`config.mk`:
```
export PLATFORM = sky130hd
export DESIGN_NAME = bin_to_bcd_seq
export DESIGN_NICKNAME = d
export VERILOG_FILES = /design/src/rtl/bin_to_bcd_seq_pkg.sv /design/src/rtl/bcd_add3.sv /design/src/rtl/bin_to_bcd_seq.sv
export SDC_FILE = /design/constraint.sdc
export NUM_CORES = 1
export LEC_CHECK = 0
export BUFFER_PORTS_ARGS = -buffer_cell sky130_fd_sc_hd__buf_2
export CORE_UTILIZATION = 57
export DETAILED_ROUTE_END_ITERATION = 6
export PLACE_DENSITY_LB_ADDON = 0.3
export SLEW_MARGIN = 10
export SYNTH_ARGS = -nofsm -noshare
export SYNTH_HDL_FRONTEND = slang
export SYNTH_SLANG_ARGS = --single-unit
```
`constraint.sdc`:
```
create_clock -name clk -period 1.8 [get_ports clk]
set_input_delay 0.18 -clock clk [delete_from_list [all_inputs] [get_ports clk]]
set_output_delay 0.18 -clock clk [all_outputs]
set_load 0.05 [all_outputs]
```
`src/rtl/bin_to_bcd_seq_pkg.sv`:
```
// rtl/bin_to_bcd_seq_pkg.sv - shared FSM encoding and BCD constants for bin_to_bcd_seq
package bin_to_bcd_seq_pkg;

  typedef enum logic [1:0] {
    IDLE  = 2'd0,
    SHIFT = 2'd1,
    DONE  = 2'd2
  } state_t;

  localparam int         NUM_DIGITS      = 4;
  localparam int         SCRATCH_W       = 4 * NUM_DIGITS;
  localparam logic [3:0] BCD_BLANK       = 4'hF;
  localparam logic [3:0] BCD_ADD3_THRESH = 4'd5;

endpackage

```
`src/rtl/bcd_add3.sv`:
```
// rtl/bcd_add3.sv - double-dabble nibble correction: adds 3 when the nibble is 5 or more
module bcd_add3
  import bin_to_bcd_seq_pkg::*;
(
  input  logic [3:0] nibble,
  output logic [3:0] corrected
);

  // Legal BCD nibbles top out at 9, so the sum never exceeds 12 and fits in 4 bits.
  assign corrected = (nibble >= BCD_ADD3_THRESH) ? nibble + 4'd3 : nibble;

endmodule

```
`src/rtl/bin_to_bcd_seq.sv`:
```
// rtl/bin_to_bcd_seq.sv - sequential double-dabble binary to 4-digit BCD converter
// Optional leading-zero blanking of dig3..dig1 with BCD_LEADING_BLANK_EN.
module bin_to_bcd_seq
  import bin_to_bcd_seq_pkg::*;
#(
  parameter int W = 12
) (
  input  logic         clk,
  input  logic         reset,
  input  logic         start,
  input  logic [W-1:0] bin,
  output logic         busy,
  output logic         done,
  output logic [3:0]   dig3,
  output logic [3:0]   dig2,
  output logic [3:0]   dig1,
  output logic [3:0]   dig0
);

  localparam int CNT_W = $clog2(W + 1);

  state_t               state;
  logic [W-1:0]         shreg;
  logic [SCRATCH_W-1:0] scratch;
  logic [SCRATCH_W-1:0] corrected;
  logic [SCRATCH_W-1:0] next_scratch;
  logic [SCRATCH_W-1:0] result;
  logic [CNT_W-1:0]     count;

  for (genvar g = 0; g < NUM_DIGITS; g++) begin : g_add3
    bcd_add3 u_add3 (
      .nibble    (scratch[4*g +: 4]),
      .corrected (corrected[4*g +: 4])
    );
  end

  assign next_scratch = {corrected[SCRATCH_W-2:0], shreg[W-1]};

`ifdef BCD_LEADING_BLANK_EN
  // dig0 is excluded from blanking so a zero reading still shows one digit.
  always_comb begin
    logic lead;
    result = next_scratch;
    lead   = 1'b1;
    for (int i = NUM_DIGITS - 1; i >= 1; i--) begin
      if (lead && (next_scratch[4*i +: 4] == 4'd0)) begin
        result[4*i +: 4] = BCD_BLANK;
      end else begin
        lead = 1'b0;
      end
    end
  end
`else
  assign result = next_scratch;
`endif

  // Digits load on the final shift edge so they and done appear together in DONE.
  always_ff @(posedge clk or posedge reset) begin
    if (reset) begin
      state   <= IDLE;
      shreg   <= '0;
      scratch <= '0;
      count   <= '0;
      busy    <= 1'b0;
      done    <= 1'b0;
      dig3    <= 4'h0;
      dig2    <= 4'h0;
      dig1    <= 4'h0;
      dig0    <= 4'h0;
    end else begin
      case (state)
        IDLE: begin
          done <= 1'b0;
          if (start) begin
            shreg   <= bin;
            scratch <= '0;
            count   <= CNT_W'(W);
            busy    <= 1'b1;
            state   <= SHIFT;
          end
        end
        SHIFT: begin
          scratch <= next_scratch;
          shreg   <= {shreg[W-2:0], 1'b0};
          count   <= count - CNT_W'(1);
          if (count == CNT_W'(1)) begin
            dig3  <= result[15:12];
            dig2  <= result[11:8];
            dig1  <= result[7:4];
            dig0  <= result[3:0];
            done  <= 1'b1;
            state <= DONE;
          end
        end
        DONE: begin
          done  <= 1'b0;
          busy  <= 1'b0;
          state <= IDLE;
        end
        default: begin
          done  <= 1'b0;
          busy  <= 1'b0;
          state <= IDLE;
        end
      endcase
    end
  end

endmodule

```
==> run_results.csv, run 1 <==
group,metric,value,unit
status,outcome,"completed",
power_and_ir_drop,total_power,0.00578,W
sta,relSlewSlack,0.684,
placement,placed_cell_area,2730,um^2
clock_tree,cts.sinks,52,
critical_path,worstSetupPathType,"register to register",
clock_tree,cts_tree,"built",
logic_synthesis,yosysWarnings,0,
floorplan,die_y,68.4,um
power_and_ir_drop,vdd_drop_max,0.00122,V
floorplan,io_pins,33,
sta,fin_setup_tns,0,ps
floorplan,die_area,4670,um^2
critical_path,worstPathArrival,1860,ps
logic_synthesis,syn_area,2510,um^2
logic_synthesis,synthTopCellsByArea,"dfrtp_1 (52%), o21ai_0 (6.8%), mux2i_1 (5.6%), ha_1 (5.0%), nand2_1 (4.5%)",
logic_synthesis,yosysTopAreaCellShare,0.518,
floorplan,rows,23,
cells_and_area,nFillCells,331,
power_and_ir_drop,pwr-share-clk,0.117,
power_and_ir_drop,p_leak,1.35,nW
global_routing,grt_pass1_vias,1634,
critical_path,cp_max_fo,4,
clock_tree,postCtsSetupBuffers,0,
global_routing,grt_overflow,0,
cells_and_area,seq_area,1300,um^2
clock_tree,cts.htree.levels,2,
critical_path,cp-end-kind,"register",
sta,fin_skew,6.38,ps
critical_path,path_cells,"inv_1 -> ha_1 -> nand2b_1 -> a21oi_1 -> mux2i_1 -> mux2_4",
global_routing,grt_max_degree,44,
global_routing,grt_use_total,0.221,
clock_tree,insertion_delay,310,ps
logic_synthesis,yosysSeqAreaShare,0.518,
sta,fin_crit,1620,ps
cells_and_area,stdcell_area,2830,um^2
critical_path,slowest_delay,410,ps
drt,via_count,1778,
cells_and_area,syn_to_final_growth,12.8,%
drt,post_drt_wl_per_cell,13.7,um
sta,rsz0062_at_grt,"false",
drt,drcViolationCount,0,
critical_path,rrSetupSlack,180,ps
sta,hold_slack,132,ps
placement,place_hpwl,3.06,mm
drt,final_antenna_net_count,0,
clock_tree,clockBufferDepth,2,
sta,worstMarginPinSlew,474,ps
power_and_ir_drop,comb_power_share,0.518,
sta,fmax,619,MHz
cells_and_area,multi_input_area,1080,um^2
floorplan,initial_core_util,0.610,
logic_synthesis,ys_types,30,
critical_path,critPathLaunchType,"register",
logic_synthesis,avgSynthCellArea,10.8,um^2
placement,gp_congestion,0.769,
clock_tree,numCtsBuffers,5,
clock_tree,path_clk_slew,80,ps
sta,final-setup-viol-count,0,
min_path,min_path_type,"input port to register",
critical_path,cp-startpoint,"scratch[0]$_DFFE_PP0P_",
global_routing,antenna_found_initial,0,
cells_and_area,fin_util,0.688,
min_path,worstHoldStart,"bin[0]",
critical_path,r2r_start,"scratch[0]$_DFFE_PP0P_",
floorplan,die_x,68.4,um
critical_path,reg2regPathDepth,6,
min_path,hold_path_end,"shreg[0]$_DFFE_PP0P_",
drt,drt_iter0_markers,95,
cells_and_area,n_antenna_cell,0,
power_and_ir_drop,internal-power,0.00315,W
sta,hold_violations,0,
sta,slew_violations,0,
power_and_ir_drop,p_sw,0.00263,W
logic_synthesis,synthCells,233,
clock_tree,clockRootBuffer,"clkbuf_8",
logic_synthesis,synth.largest_area_cell,"dfrtp_1",
critical_path,r2r-end,"dig0[2]$_DFFE_PP0P_",
critical_path,slowest_stage,"dfrtp_1",
cells_and_area,drive_gt1_frac,0.237,
sta,finalCritPeriodShare,0.898,
power_and_ir_drop,power_frac_seq,0.365,
logic_synthesis,synth-seq-cells,52,
power_and_ir_drop,netSwitchingFraction,0.455,
critical_path,cp.required,2050,ps
drt,first_pass_iters,4,
power_and_ir_drop,p_per_area,2040,nW/um^2
min_path,worstHoldPathCells,2,
cells_and_area,nNetsFinal,294,
placement,numPortBuffers,32,
logic_synthesis,syn-num-nets,258,
drt,viasPerCell,5.56,
run,max_cap_viol_count,0,
floorplan,core-area,4120,um^2
global_routing,grt_pass1_wl,7.40,mm
drt,drt-total-wl,4.39,mm
==> power by group through the flow <==
stage	Combinational, W	Clock (W)	Sequential (W)
2_1_floorplan	0.00185	0	0.00268
3_3_place_gp	0.00293	0	0.00211
3_5_place_dp	0.00303	0	0.00213
4_1_cts	0.00303	0.000696	0.00211
5_1_grt	0.00333	0.000731	0.00220
6_report	0.00300	0.000675	0.00211
==> registers in the layout, indices dropped and copies added (netlist names) <==
| register | flops |
|---|---|
| dig3 | 4 |
| dig0 | 4 |
| state | 2 |
| shreg | 12 |
| count | 4 |
| done | 1 |
| dig1 | 4 |
| busy | 1 |
| dig2 | 4 |
| scratch | 16 |
==> what timing repair did <==
| action | in CTS | in global routing |
|---|---|---|
| resized for setup | 0 | 0 |
| hold buffers | 1 | 0 |
| hold endpoints to repair | 16 | 0 |
==> critical path: cells and delay by family, from the launching register on <==
kind,cells,cell delay (ps)
compound gates,1,260
fa+ha+maj,1,210
buf+inv,1,100
flops,1,410
mux,2,490
simple gates,1,90
==> layout make-up <==
| cell class | count | share of cell area |
|---|---|---|
| multi-input cells | 158 | 0.382 |
| clock buffers | 8 | 0.0318 |
| well taps | 50 | 0.0221 |
| flip-flops and latches | 52 | 0.460 |
| inverters | 13 | 0.0199 |
| repair buffers | 39 | 0.0848 |
==> cells by family (layout without fill, tap and decap cells) <==
group | Yosys count | after routing | synth area share
and+or+nand+nor | 59 | 59 | 0.124
AOI/OAI and AO/OA | 65 | 65 | 0.151
xor gates and xnor gates | 4 | 4 | 0.0140
adders and majority gates | 10 | 10 | 0.0499
muxes | 20 | 20 | 0.0917
DFF | 52 | 52 | 0.518
buffers and inverters | 23 | 60 | 0.0508
==> cells in the final DEF (no fill, tap or decap), drive strengths merged <==
| master | netlist | layout |
|---|---|---|
| a22oi | 1 | 1 |
| xnor2 | 4 | 4 |
| or3b | 3 | 3 |
| ha | 10 | 10 |
| a32o | 1 | 1 |
| a22o | 6 | 6 |
| nor3 | 5 | 5 |
| nand2b | 5 | 5 |
| o21ai | 39 | 39 |
| a31oi | 4 | 4 |
| mux2 | 6 | 6 |
| dlygate4sd3 | 0 | 1 |
| a21oi | 14 | 14 |
| clkbuf | 2 | 8 |
| dfrtp | 52 | 52 |
| buf | 8 | 38 |
| nor3b | 4 | 4 |
| nor2 | 5 | 5 |
| nor2b | 4 | 4 |
| nand3 | 2 | 2 |
| nand2 | 31 | 31 |
| inv | 13 | 13 |
| mux2i | 14 | 14 |
==> metal layers <==
metal	wire length, um	part of all wire	global-route usage	vias to the layer above
met3	143	0.033	0.0550	8
met2	2080	0.47	0.355	32
li1	-	-	-	873
met1	2090	0.48	0.289	865
met5	0	0	0	-
met4	70	0.016	0.0781	0
==> synth_stat cells <==
| cell | instances |
|---|---|
| a21oi_1 | 14 |
| a22o_1 | 6 |
| a22oi_1 | 1 |
| a31oi_1 | 4 |
| a32o_1 | 1 |
| buf_2 | 3 |
| buf_4 | 2 |
| buf_6 | 3 |
| clkbuf_1 | 2 |
| dfrtp_1 | 52 |
| ha_1 | 10 |
| inv_1 | 12 |
| inv_8 | 1 |
| mux2_4 | 6 |
| mux2i_1 | 14 |
| nand2_1 | 30 |
| nand2_4 | 1 |
| nand2b_1 | 4 |
| nand2b_2 | 1 |
| nand3_1 | 2 |
| nor2_1 | 5 |
| nor2b_1 | 3 |
| nor2b_4 | 1 |
| nor3_1 | 5 |
| nor3b_1 | 3 |
| nor3b_4 | 1 |
| o21ai_0 | 34 |
| o21ai_2 | 5 |
| or3b_2 | 3 |
| xnor2_1 | 4 |
==> stage by stage <==
step / setup WS (ps) / cells
2_1_floorplan: 277 / 233
3_3_place_gp: 238 / 311
3_5_place_dp: 208 / 311
4_1_cts: 192 / 320
5_1_grt: 70.7 / 320
6_report: 184 / 320
==> worst max path at each step <==
stage / endpoint / cells past startpoint / slack [ps]
final: dig0[2]$_DFFE_PP0P_ / 6 / 180
after global routing: dig0[2]$_DFFE_PP0P_ / 6 / 70
after CTS: dig2[2]$_DFFE_PP0P_ / 6 / 190
after detailed placement: dig2[2]$_DFFE_PP0P_ / 6 / 210
after global placement: dig0[2]$_DFFE_PP0P_ / 6 / 240
after floorplan: dig0[2]$_DFFE_PP0P_ / 6 / 280
Note: power is estimated with default switching activity, not from simulation.
==> run 2: changes to the inputs <==
--- a/config.mk
+++ b/config.mk
@@ -5,6 +5,7 @@
 export SDC_FILE = /design/constraint.sdc
 export NUM_CORES = 1
 export LEC_CHECK = 0
+export ABC_AREA = 1
 export BUFFER_PORTS_ARGS = -buffer_cell sky130_fd_sc_hd__buf_2
 export CORE_UTILIZATION = 57
 export DETAILED_ROUTE_END_ITERATION = 6
==> run 2 against run 1 <==
Net effect:
- die area shrank 0.82%
- sequential share of layout area grew 0.25 points
- final cell count grew 23%
- critical path depth grew 1
- total power grew 1.4%
- clock-buffer cell count is the same
==> run_results.csv, run 2 <==
group,metric,value,unit
drt,viasPerCell,5.45,
drt,first_pass_iters,4,
logic_synthesis,ys_types,18,
sta,fin_crit,1470,ps
sta,slew_violations,0,
cells_and_area,multi_input_area,1030,um^2
drt,via_count,2141,
power_and_ir_drop,comb_power_share,0.523,
global_routing,grt_use_total,0.257,
cells_and_area,nFillCells,323,
drt,drcViolationCount,0,
floorplan,die_y,68.1,um
drt,drt-total-wl,5.17,mm
global_routing,antenna_found_initial,0,
drt,drt_iter0_markers,110,
floorplan,die_x,68.1,um
cells_and_area,seq_area,1300,um^2
logic_synthesis,async_flop_share,1.00,
critical_path,cp_max_fo,6,
logic_synthesis,ys.flop_type,"dfrtp_1",
critical_path,worstSetupPathType,"register to register",
logic_synthesis,syn-num-nets,331,
clock_tree,insertion_delay,300,ps
cells_and_area,nNetsFinal,367,
clock_tree,numCtsBuffers,5,
critical_path,path_cells,"inv_1 -> ha_1 -> nand2_1 -> nand2_1 -> o21ai_0 -> nand2_1 -> nand2_1",
logic_synthesis,synth-seq-cells,52,
sta,final-setup-viol-count,0,
drt,final_antenna_net_count,0,
cells_and_area,largest_register_ffs,16,
clock_tree,path_clk_slew,90,ps
logic_synthesis,synthCells,306,
critical_path,cp.required,2050,ps
floorplan,initial_core_util,0.609,
power_and_ir_drop,vdd_drop_max,0.00114,V
clock_tree,cts.sinks,52,
floorplan,die_area,4630,um^2
global_routing,grt_pass1_wl,8.71,mm
sta,fin_setup_tns,0,ps
logic_synthesis,yosysMostFrequentCell,"nand2_1",
clock_tree,postCtsSetupBuffers,0,
min_path,min_path_type,"input port to register",
global_routing,grt_overflow,0,
logic_synthesis,syn_area,2490,um^2
logic_synthesis,avgSynthCellArea,8.13,um^2
critical_path,cp_top_family,"flip-flops",
cells_and_area,drive_gt1_frac,0.152,
critical_path,worstPathArrival,1720,ps
clock_tree,cts.htree.levels,2,
run,max_cap_viol_count,0,
placement,numPortBuffers,32,
critical_path,critPathLaunchType,"register",
logic_synthesis,synthTopCellsByArea,"dfrtp_1 (52%), nand2_1 (16%), nand3_1 (6.2%), o21ai_0 (5.6%), ha_1 (5.0%)",
floorplan,core-area,4090,um^2
sta,finalCritPeriodShare,0.817,
logic_synthesis,yosysWarnings,0,
cells_and_area,syn_to_final_growth,13.2,%
sta,relSlewSlack,0.628,
cells_and_area,largest_register,"scratch",
clock_tree,clockBufferDepth,2,
power_and_ir_drop,power_frac_seq,0.361,
logic_synthesis,synth.largest_area_cell,"dfrtp_1",
placement,gp_congestion,0.865,
sta,hold_violations,0,
global_routing,grt_pass1_vias,1961,
logic_synthesis,yosysSeqAreaShare,0.523,
critical_path,slowest_stage,"dfrtp_1",
cells_and_area,layout_common_cells,"nand2_1 (104), dfrtp_1 (52), buf_2 (32)",
power_and_ir_drop,p_sw,0.00290,W
status,outcome,"completed",
critical_path,slowest_delay,440,ps
logic_synthesis,yosysTopAreaCellShare,0.523,
cells_and_area,final_common_cell,"nand2_1",
clock_tree,clockRootBuffer,"clkbuf_8",
cells_and_area,fin_util,0.689,
drt,post_drt_wl_per_cell,13.2,um
sta,fin_skew,7.26,ps
sta,rsz0062_at_grt,"false",
power_and_ir_drop,netSwitchingFraction,0.495,
power_and_ir_drop,p_leak,1.48,nW
floorplan,rows,23,
power_and_ir_drop,pwr-share-clk,0.116,
logic_synthesis,synthTopCellsByCount,"nand2_1 (104), dfrtp_1 (52), nand3_1 (31)",
global_routing,grt_max_degree,53,
power_and_ir_drop,internal-power,0.00296,W
critical_path,cp-end-kind,"register",
cells_and_area,n_antenna_cell,0,
logic_synthesis,synth_edf_count,0,
cells_and_area,top_regs,"scratch x16, shreg x12",
critical_path,cp.buffers_inverters,1,
placement,place_hpwl,3.51,mm
sta,worstMarginPinSlew,557,ps
sta,fmax,680,MHz
floorplan,io_pins,33,
power_and_ir_drop,p_per_area,2080,nW/um^2
critical_path,crit_top_cell,"nand2_1",
clock_tree,cts_tree,"built",
==> run 2: changes by cell type in the layout (fill, tap and decap cells not counted), moves of 9 or more <==
| cell | delta |
|---|---|
| o21ai_1 | +12 |
| inv_1 | +14 |
| a21oi_1 | -13 |
| mux2i_1 | -14 |
| nor2_1 | +9 |
| nand3_1 | +29 |
| nand2_1 | +74 |
==> run 2: kinds of logic (layout without fill, tap and decap cells) <==
kind of cell	count (synthesis)	count (layout)	share of synthesized area
fa+ha+maj	10	10	0.0503
flops	52	52	0.523
buf+inv	39	76	0.0649
compound gates	47	47	0.0975
simple gates	158	158	0.264
==> run 2: final timing paths <==
kind                                      endpoint  slack, ps                    from  depth (start not counted)
max                        scratch[12]$_DFFE_PP0P_        330  scratch[8]$_DFFE_PP0P_                          7
min                           shreg[0]$_DFFE_PP0P_        110                  bin[0]                          3
max reg2reg                scratch[12]$_DFFE_PP0P_        330  scratch[8]$_DFFE_PP0P_                          7
min reg2reg                    dig1[2]$_DFFE_PP0P_        480     dig1[2]$_DFFE_PP0P_                          2
max in group asynchronous     count[1]$_DFFE_PP0P_       1090                   reset                          4
min in group asynchronous      dig1[3]$_DFFE_PP0P_        450                   reset                          4
==> run 2: timing repair <==
item / 4_1_cts / 5_1_grt
endpoints found under the hold margin: 52 / 0
hold buffers: 1 / 0
resized for setup: 0 / 0
==> run 2: power by group through the flow <==
stage / registers, W / clock network, W / logic (W)
after floorplan: 0.00274 / 0 / 0.00170
after global placement: 0.00211 / 0 / 0.00294
after detailed placement: 0.00213 / 0 / 0.00305
after CTS: 0.00211 / 0.000695 / 0.00307
after global routing: 0.00219 / 0.000748 / 0.00344
final: 0.00212 / 0.000681 / 0.00307
==> run 2: routing by layer <==
layer / share of wire / vias up / GRT usage
met3: 0.039 / 8 / 0.0483
li1: - / 1058 / -
met4: 0.013 / 0 / 0.107
met2: 0.49 / 47 / 0.415
met1: 0.46 / 1028 / 0.337
met5: 0 / - / 0
==> run 2: tightest hold or removal path, stage by stage <==
cell and delay (ps):
buf_2 90, inv_1 40, o21ai_1 60
==> run 2: metrics by stage <==
stage	cells	hold slack [ps]	setup WS [ps]	power [W]	cell area (um^2)
2_1_floorplan	306	313	362	0.00444	2490
3_3_place_gp	384	251	412	0.00505	2720
3_5_place_dp	384	252	373	0.00517	2720
4_1_cts	393	106	339	0.00588	2820
5_1_grt	393	103	200	0.00638	2820
6_report	393	110	329	0.00586	2820
==> run 2: final cells by class <==
type / instances / share of cell area
inverter: 29 / 0.0386
tap: 50 / 0.0222
sequential: 52 / 0.462
clock buffer: 8 / 0.0320
timing repair buffer: 39 / 0.0809
multi-input combinational: 215 / 0.364
==> run 3: changes to the inputs <==
--- a/config.mk
+++ b/config.mk
@@ -7,7 +7,7 @@
 export LEC_CHECK = 0
 export ABC_AREA = 1
 export BUFFER_PORTS_ARGS = -buffer_cell sky130_fd_sc_hd__buf_2
-export CORE_UTILIZATION = 57
+export CORE_UTILIZATION = 51
 export DETAILED_ROUTE_END_ITERATION = 6
 export PLACE_DENSITY_LB_ADDON = 0.3
 export SLEW_MARGIN = 10
==> constraint.sdc (replaced) <==
create_clock -name clk -period 1.2 [get_ports clk]
set_input_delay 0.12 -clock clk [delete_from_list [all_inputs] [get_ports clk]]
set_output_delay 0.12 -clock clk [all_outputs]
set_load 0.05 [all_outputs]
==> run 3 against run 2 <==
Net effect:
- the flow now finishes with violations (negative setup slack)
- critical path depth grew 2
- final cell count increased by 13%
- core utilization increased by 7.1 points
- register-to-register slack got worse by 380 ps
- total power rose by 97%
- sequential power is 55% higher
- critical endpoint is now dig1[1]$_DFFE_PP0P_
- largest cell class is now multi-input gates
==> run_results.csv, run 3 (synthesis gave the netlist of run 2 again) <==
group,metric,value,unit
critical_path,worstSetupPathType,"register to register",
global_routing,grt_max_degree,21,
critical_path,critPathLaunchType,"register",
floorplan,core-area,4720,um^2
cells_and_area,syn_to_final_growth,44.2,%
status,outcome,"finished with violations",
global_routing,antenna_found_initial,0,
clock_tree,clockBufferDepth,2,
cells_and_area,multi_input_area,1390,um^2
critical_path,reg2regPathDepth,9,
sta,finalCritPeriodShare,1.05,
cells_and_area,layout_common_cells,"nand2_1 (84), dfrtp_1 (47), buf_2 (32)",
sta,setup_ws,-54.2,ps
global_routing,grt_pass1_vias,2118,
critical_path,worst-path-stages,9,
clock_tree,path_clk_slew,100,ps
power_and_ir_drop,internal-power,0.00591,W
power_and_ir_drop,netSwitchingFraction,0.489,
sta,relSlewSlack,0.699,
critical_path,worstPathArrival,1460,ps
floorplan,rows,25,
sta,fmax,797,MHz
placement,placed_cell_area,2950,um^2
drt,drcViolationCount,0,
drt,drt-total-wl,7.00,mm
clock_tree,insertion_delay,300,ps
clock_tree,numCtsBuffers,5,
cells_and_area,largest_register_ffs,16,
power_and_ir_drop,pwr-share-clk,0.105,
cells_and_area,nFillCells,300,
cells_and_area,stdcell_area,3590,um^2
drt,first_pass_iters,4,
cells_and_area,seq_area,1310,um^2
drt,drt_iter0_markers,122,
cells_and_area,top_regs,"scratch x16, shreg x12",
floorplan,initial_core_util,0.527,
sta,rsz0062_at_grt,"true",
critical_path,slowest_stage,"dfrtp_1",
cells_and_area,largest_register,"scratch",
sta,final-setup-viol-count,21,
placement,numPortBuffers,32,
sta,slew_violations,0,
cells_and_area,final_common_cell,"nand2_1",
sta,fin_crit,1250,ps
drt,final_antenna_net_count,0,
min_path,min_path_type,"input port to register",
critical_path,slowest_delay,410,ps
critical_path,cp_top_family,"simple AND/OR/NAND/NOR gates",
global_routing,grt_overflow,0,
sta,worstMarginPinSlew,451,ps
critical_path,cp-end-kind,"register",
placement,place_hpwl,3.78,mm
sta,hold_slack,47.7,ps
cells_and_area,drive_gt1_frac,0.427,
drt,via_count,2329,
floorplan,io_pins,33,
min_path,worstHoldPathCells,3,
critical_path,cp.buffers_inverters,2,
power_and_ir_drop,p_sw,0.00565,W
floorplan,die_x,71.9,um
power_and_ir_drop,power_frac_seq,0.283,
sta,fin_skew,12.7,ps
global_routing,grt_pass1_wl,9.56,mm
drt,viasPerCell,5.25,
cells_and_area,n_antenna_cell,0,
drt,post_drt_wl_per_cell,15.8,um
power_and_ir_drop,vdd_drop_max,0.00142,V
power_and_ir_drop,total_power,0.0116,W
clock_tree,cts_tree,"built",
floorplan,die_area,5160,um^2
clock_tree,cts.sinks,52,
clock_tree,cts.htree.levels,2,
power_and_ir_drop,p_per_area,3220,nW/um^2
sta,hold_violations,0,
power_and_ir_drop,p_leak,1.78,nW
run,max_cap_viol_count,0,
floorplan,die_y,71.9,um
cells_and_area,nNetsFinal,401,
clock_tree,clockRootBuffer,"clkbuf_8",
power_and_ir_drop,comb_power_share,0.612,
status,violations,"negative setup slack",
critical_path,path_cells,"inv_2 -> ha_4 -> inv_2 -> nand2_2 -> nand2_4 -> nand2_4 -> nand2_2 -> nand3_1 -> nand2_1",
global_routing,grt_use_total,0.236,
critical_path,cp.required,1410,ps
critical_path,cp_max_fo,4,
placement,gp_congestion,0.859,
-- run 3: changes by cell type in the layout (fill, tap and decap cells not counted), sizes merged --
cell and change:
inv -1, clkinvlp +1, clkinv +1, buf +32
bufinv +1
-- run 3: stage by stage --
stage          setup TNS (ps)  std cells  worst slack, ps  utilization
6_report                 -554        444            -54.2        0.760
2_1_floorplan               0        306             1.22            -
4_1_cts                 -61.1        432            -26.9        0.666
3_5_place_dp            -1100        421             -111        0.625
5_1_grt                 -3110        444             -124        0.760
3_3_place_gp             -217        421            -33.2        0.625
-- run 3: timing repair --
action | 4_1_cts | 5_1_grt
hold buffers | 1 | 0
pin swaps | 4 | 35
endpoints found under the setup margin | 32 | 44
buffers inserted | 2 | 10
gates cloned | 0 | 2
resized for setup | 28 | 97
hold endpoints to repair | 16 | 0
-- run 3: layer usage --
layer,part of all wire,track usage,vias to the layer above
met5,0,0,-
met4,0.011,0.0828,0
met3,0.036,0.0366,8
met2,0.54,0.400,66
met1,0.41,0.310,1126
li1,-,-,1129
-- run 3: path summary, 6_finish.rpt --
| path | startpoint | endpoint | slack [ps] |
|---|---|---|---|
| worst max-delay path | scratch[5]$_DFFE_PP0P_ | dig1[1]$_DFFE_PP0P_ | -50 |
| worst min-delay path | bin[0] | shreg[0]$_DFFE_PP0P_ | 50 |
| worst max register to register | scratch[5]$_DFFE_PP0P_ | dig1[1]$_DFFE_PP0P_ | -50 |
| worst min register to register | dig3[3]$_DFFE_PP0P_ | dig3[3]$_DFFE_PP0P_ | 480 |
| max in group asynchronous | reset | scratch[0]$_DFFE_PP0P_ | 390 |
| min in group asynchronous | reset | dig0[2]$_DFFE_PP0P_ | 370 |
-- run 3: final cells by class --
| type | instances | area share |
|---|---|---|
| inverter | 29 | 0.0342 |
| multi-input combinational | 215 | 0.387 |
| timing repair buffer | 73 | 0.161 |
| sequential | 52 | 0.364 |
| clock buffer | 6 | 0.0202 |
| tap | 67 | 0.0234 |
| clock inverter | 2 | 0.00976 |
-- run 3: power groups by stage --
stage               Combinational, W  Clock [W]  Sequential (W)
CTS                          0.00538    0.00120         0.00314
global route                 0.00763    0.00127         0.00337
finish                       0.00708    0.00121         0.00328
global placement             0.00497          0         0.00313
detailed placement           0.00512          0         0.00315
floorplan                    0.00263          0         0.00412
-- run 3: worst min-delay path: stages --
cell,delay [ps]
buf_2,90
inv_1,40
o21ai_1,60
